$ cat config.mk
export PLATFORM = sky130hd
export DESIGN_NAME = fpu_ss_wb_arbiter
export DESIGN_NICKNAME = d
export VERILOG_FILES = /design/src/rtl/fpu_ss_wb_arbiter.sv
export SDC_FILE = /design/constraint.sdc
export NUM_CORES = 1
export LEC_CHECK = 0
export BUFFER_PORTS_ARGS = -buffer_cell sky130_fd_sc_hd__clkbuf_2
export CAP_MARGIN = 20
export CORE_MARGIN = 1.5
export CORE_UTILIZATION = 55
export DETAILED_ROUTE_END_ITERATION = 8
export GPL_ROUTABILITY_DRIVEN = 0
export PLACE_DENSITY = 0.95
export SYNTH_ARGS = -nofsm -noshare
export SYNTH_HDL_FRONTEND = slang
export SYNTH_SLANG_ARGS = --single-unit
$ cat constraint.sdc
create_clock -name clk_i -period 11.8 [get_ports clk_i]
set_input_delay 0.59 -clock clk_i [delete_from_list [all_inputs] [get_ports clk_i]]
set_output_delay 0.59 -clock clk_i [all_outputs]
set_load 0.1 [all_outputs]
$ cat src/rtl/fpu_ss_wb_arbiter.sv
// fpu_ss_wb_arbiter
// Shares the single FP register-file write port between FPnew results and
// memory (load) results. Loads cannot be back-pressured, so they retire
// through a small in-order buffer; FPnew results are held off via fpu_ready_o.
// Every FPR write also clears the matching rd-scoreboard entry.
//
// Configuration macro: FPU_SS_WB_STARVE_GUARD_EN
//   defined   : a starvation counter forces an FPU grant after STARVE_LIMIT
//               stalled cycles.
//   undefined : strict memory priority, no counter.
module fpu_ss_wb_arbiter #(
  parameter int MEM_BUF_DEPTH = 2,
  parameter int STARVE_LIMIT  = 4,
  parameter int DATA_WIDTH    = 32
) (
  input  logic                  clk_i,
  input  logic                  rst_ni,
  input  logic                  fpu_valid_i,
  output logic                  fpu_ready_o,
  input  logic                  fpu_rd_is_fp_i,
  input  logic [4:0]            fpu_rd_i,
  input  logic [DATA_WIDTH-1:0] fpu_data_i,
  input  logic                  mem_valid_i,
  input  logic                  mem_we_i,
  input  logic [4:0]            mem_rd_i,
  input  logic [DATA_WIDTH-1:0] mem_data_i,
  output logic                  mem_space_o,
  output logic                  fpr_we_o,
  output logic [4:0]            fpr_waddr_o,
  output logic [DATA_WIDTH-1:0] fpr_wdata_o,
  output logic                  wb_src_o,
  output logic                  sb_clr_o,
  output logic [4:0]            sb_clr_addr_o,
  output logic                  overflow_o
);

  localparam int PTR_W = (MEM_BUF_DEPTH > 1) ? $clog2(MEM_BUF_DEPTH) : 1;
  localparam int CNT_W = $clog2(MEM_BUF_DEPTH + 1);
  localparam logic [PTR_W-1:0] PTR_LAST = PTR_W'(MEM_BUF_DEPTH - 1);
  localparam logic [CNT_W-1:0] CNT_FULL = CNT_W'(MEM_BUF_DEPTH);

  logic [4:0]            buf_rd   [MEM_BUF_DEPTH];
  logic [DATA_WIDTH-1:0] buf_data [MEM_BUF_DEPTH];
  logic [PTR_W-1:0]      rd_ptr, wr_ptr;
  logic [CNT_W-1:0]      count, count_next;
  logic                  mem_space_q, overflow_q;

  logic buf_empty, buf_full, load_in, mem_cand, fpu_fp_req, force_fpu;
  logic fpu_grant, mem_grant, push, pop, push_ok, drop;

  // Pointers wrap explicitly so non-power-of-2 depths work.
  function automatic logic [PTR_W-1:0] ptr_inc(input logic [PTR_W-1:0] p);
    return (p == PTR_LAST) ? '0 : p + PTR_W'(1);
  endfunction

  assign buf_empty  = (count == '0);
  assign buf_full   = (count == CNT_FULL);
  assign load_in    = mem_valid_i & mem_we_i;         // store responses never write
  assign mem_cand   = ~buf_empty | load_in;           // head first; bypass only when empty
  assign fpu_fp_req = fpu_valid_i & fpu_rd_is_fp_i;

`ifdef FPU_SS_WB_STARVE_GUARD_EN
  localparam int SC_W = $clog2(STARVE_LIMIT + 1);
  logic [SC_W-1:0] starve_cnt;

  assign force_fpu = (starve_cnt == SC_W'(STARVE_LIMIT));

  // Count stalled FP results; any FPU handshake restarts the count.
  always_ff @(posedge clk_i) begin
    if (!rst_ni) begin
      starve_cnt <= '0;
    end else if (fpu_valid_i && fpu_ready_o) begin
      starve_cnt <= '0;
    end else if (fpu_fp_req && !fpu_grant) begin
      starve_cnt <= starve_cnt + SC_W'(1);
    end
  end
`else
  // Strict memory priority: the limit is irrelevant here and this is always 0.
  assign force_fpu = (STARVE_LIMIT < 0);
`endif

  // Nothing is granted while reset is asserted, so no write leaks out.
  assign fpu_grant = rst_ni & fpu_fp_req & (~mem_cand | force_fpu);
  assign mem_grant = rst_ni & mem_cand & ~fpu_grant;

  // A load that is not written this cycle goes to the tail.
  assign push    = load_in & (~buf_empty | fpu_grant);
  assign pop     = mem_grant & ~buf_empty;
  assign push_ok = push & (~buf_full | pop);          // a same-cycle pop frees the slot
  assign drop    = push & buf_full & ~pop;

  assign fpu_ready_o = rst_ni & fpu_valid_i & (~fpu_rd_is_fp_i | fpu_grant);

  // Zero-latency write-port mux.
  always_comb begin
    // NOTE: every output gets a default first so no latch is inferred.
    fpr_we_o    = fpu_grant | mem_grant;
    wb_src_o    = mem_grant;
    fpr_waddr_o = fpu_rd_i;
    fpr_wdata_o = fpu_data_i;
    if (mem_grant) begin
      if (!buf_empty) begin
        fpr_waddr_o = buf_rd[rd_ptr];
        fpr_wdata_o = buf_data[rd_ptr];
      end else begin
        fpr_waddr_o = mem_rd_i;
        fpr_wdata_o = mem_data_i;
      end
    end
  end

  assign sb_clr_o      = fpr_we_o;
  assign sb_clr_addr_o = fpr_waddr_o;

  // Occupancy update from push/pop.
  always_comb begin
    count_next = count;
    if (push_ok && !pop) begin
      count_next = count + CNT_W'(1);
    end else if (pop && !push_ok) begin
      count_next = count - CNT_W'(1);
    end
  end

  // Buffer control state, sticky overflow and registered space flag.
  always_ff @(posedge clk_i) begin
    // NOTE: sequential state uses non-blocking assignments only.
    if (!rst_ni) begin
      count       <= '0;
      rd_ptr      <= '0;
      wr_ptr      <= '0;
      overflow_q  <= 1'b0;
      mem_space_q <= 1'b1;
    end else begin
      count       <= count_next;
      mem_space_q <= (count_next < CNT_FULL);
      if (push_ok) wr_ptr <= ptr_inc(wr_ptr);
      if (pop)     rd_ptr <= ptr_inc(rd_ptr);
      if (drop)    overflow_q <= 1'b1;
    end
  end

  // Buffer storage.
  always_ff @(posedge clk_i) begin
    // NOTE: storage is not reset; count gates every read, so stale entries are never seen.
    if (push_ok) begin
      buf_rd[wr_ptr]   <= mem_rd_i;
      buf_data[wr_ptr] <= mem_data_i;
    end
  end

  assign mem_space_o = mem_space_q;
  assign overflow_o  = overflow_q;

endmodule

==> results.json <==
{
  "grt_setup_unrepaired": "no",
  "hold_path.class": "in2reg",
  "grt_pass1_wl_mm": 13.04,
  "final_cell_mix": "clkbuf_2, edfxtp_1, nor2b_1",
  "drt_iter0_drc": 157,
  "die_area_sq_um": 7819,
  "slew_headroom_pct": 37.80,
  "synth-seq-cells": 81,
  "top_layer_used": "met4",
  "core_area_sq_um": 6907,
  "mostFrequentLayoutCell": "clkbuf_2",
  "seq_area_frac_synth_pct": 58.85,
  "slew_viol_final": 0,
  "grt_start_max_net_pins": 81,
  "period_needed_ns": 3.407,
  "grt-ovfl-total": 0,
  "critPathLaunchType": "register",
  "routed-via-count": 3024,
  "clk_pin_slew_ns": 0.08,
  "wl_met2_mm": 4.459,
  "multiInputGateArea_sq_um": 1436,
  "timing.reg2reg.setup_slack_ns": 9.63,
  "fin_crit_sh_pct": 28.87,
  "cts_resized": 0,
  "syn_nets": 412,
  "root_buffer": "clkbuf_8",
  "clockBufferDepth": 2,
  "cts_made_buffers": 9,
  "ff_latch_area_sq_um": 2364,
  "rows": 30,
  "r2r_cells": 5,
  "min_path_cells": 1,
  "grt_use_total_pct": 22.00,
  "die_y_um": 88.43,
  "synth_flop_cell": "edfxtp_1",
  "ctsHoldBuffers": 0,
  "post_cts_buffers": 0,
  "critPathRequiredTime_ns": 11.21,
  "yosys.cell_types.count": 29,
  "cp_max_fo": 40,
  "drc_errors": 0,
  "final.setup.tns_ns": 0,
  "path_cells": "inv_1 > ha_2 > a21bo_4 > nand2_2 > o2bb2ai_1 > clkbuf_2",
  "slowest_delay_ns": 0.58,
  "syn_area_sq_um": 4014,
  "hold_viol": 0,
  "h-tree-depth": 3,
  "wire_per_inst_um": 15.80,
  "area_growth_pct": 18.55,
  "dr.pass1.iters": 5,
  "wl_met3_um": 335,
  "crit_type": "reg2out",
  "reg2reg_to": "buf_data[0][10]",
  "grt_pass1_vias": 2764,
  "critPathTopFamily": "compound AO/OA/AOI/OAI gates",
  "arrival_ns": 2.82,
  "ant_nets": 0,
  "syn_inst": 330,
  "drive_above_1_share_pct": 33.94,
  "n_antenna_cell": 0,
  "tightestPinTransition_ns": 0.9330,
  "synth-edff-count": 74,
  "end_kind": "output port",
  "ios": 128,
  "nNetsFinal": 520,
  "start_util_pct": 58.12,
  "clkLatencyLatePin_ns": 0.34,
  "wl_met1_mm": 3.562,
  "cp_slowest_cell": "nand2_2",
  "yosysWarnings": 0,
  "async_reset_ff_share_pct": 0,
  "route.final.wire_length_mm": 8.500,
  "worst-path-buf-inv": 2,
  "cts_tree": "built",
  "antenna_found_initial": 0,
  "numPortBuffers": 127,
  "n_fill_cell": 541,
  "post-dp-hpwl_mm": 5.551,
  "maxCapViolations": 0,
  "setup_viol": 0,
  "fmax_mhz": 293.6,
  "min-delay-start": "mem_data_i[15]",
  "worstHoldEndpoint": "buf_data[1][15]",
  "status": "complete, no violations",
  "die_w_um": 88.43,
  "avgSynthCellArea_sq_um": 12.16,
  "numClockSinks": 81,
  "vias_per_cell": 5.621,
  "skew_ns": 0.01214
}
## synth_stat cells (all sizes together), types with 2 or more instances
master   instances  share of area, %
nand2            4              0.44
buf             28               4.7
nor2b           38               5.9
nor2             4              0.37
nand2b          34               5.3
nand3           37               4.6
dfxtp            7               3.5
o2bb2ai         37               8.1
clkbuf           7              0.65
inv              4              0.37
or2b             3              0.56
edfxtp          74                55
ha               2              0.62
a211oi          37               6.9
a21oi            4              0.50
## how the worst max path moves through the flow
stage / from / end / slack, ns / cells after the start
4_1_cts: register / fpr_waddr_o[0] / 8.35 / 6
3_5_place_dp: rst_ni / fpr_waddr_o[0] / 8.44 / 4
5_1_grt: register / fpr_waddr_o[0] / 8.21 / 6
3_3_place_gp: rst_ni / sb_clr_addr_o[0] / 8.53 / 4
2_1_floorplan: count[0] / buf_data[1][0] / 6.35 / 5
6_report: register / fpr_waddr_o[0] / 8.39 / 6
## kinds of logic after synthesis
kind of cell,Yosys count,share of synthesized area [%]
AND/OR/NAND/NOR,124,17.89
AO/OA/AOI/OAI,82,16.46
flip-flops,81,58.85
buffers and inverters,39,5.736
XOR/XNOR,2,0.4365
adder cells (fa/ha/maj),2,0.6233
## sequential cells by signal (all words and copies together) (netlist names), named ones only
signal and cells:
buf_rd 10, overflow_o 1, buf_data 64, wr_ptr 1
count 1, rd_ptr 1, mem_space_o 1
## worst register-to-register path, cell delays in order (launching register included)
cell     delay [ns]
dfxtp_1        0.37
inv_1          0.07
ha_2           0.17
buf_4          0.36
nor4_2         0.35
buf_4          0.48
## routing by layer
| layer | vias up | track usage (%) |
|---|---|---|
| li1 | 1461 | - |
| met1 | 1464 | 27.90 |
| met2 | 84 | 38.24 |
| met3 | 15 | 3.545 |
| met4 | 0 | 8.239 |
| met5 | - | 0 |
## metrics by stage
step                      utilization, %  hold slack, ns  area, sq um  setup WS [ns]  std cells
after floorplan                        -          0.4664         4014          6.347        330
after global placement             66.72          0.4494         4608          8.527        523
after detailed placement           66.72          0.4543         4608          8.444        523
after CTS                          68.89          0.4365         4758          8.351        538
after global routing               68.89          0.4280         4758          8.206        538
final                              68.89          0.4427         4758          8.394        538
## final cells by class
class,count,share of cell area (%)
sequential,81,49.67
clock inverter,6,0.5522
multi-input combinational,210,30.19
inverter,4,0.3155
clock buffer,9,2.603
timing repair buffer,132,14.15
tap,96,2.524
Power is left out: the tool's default activity adds up to more than one toggle a clock period on the data nets, which glitch-free logic cannot reach.
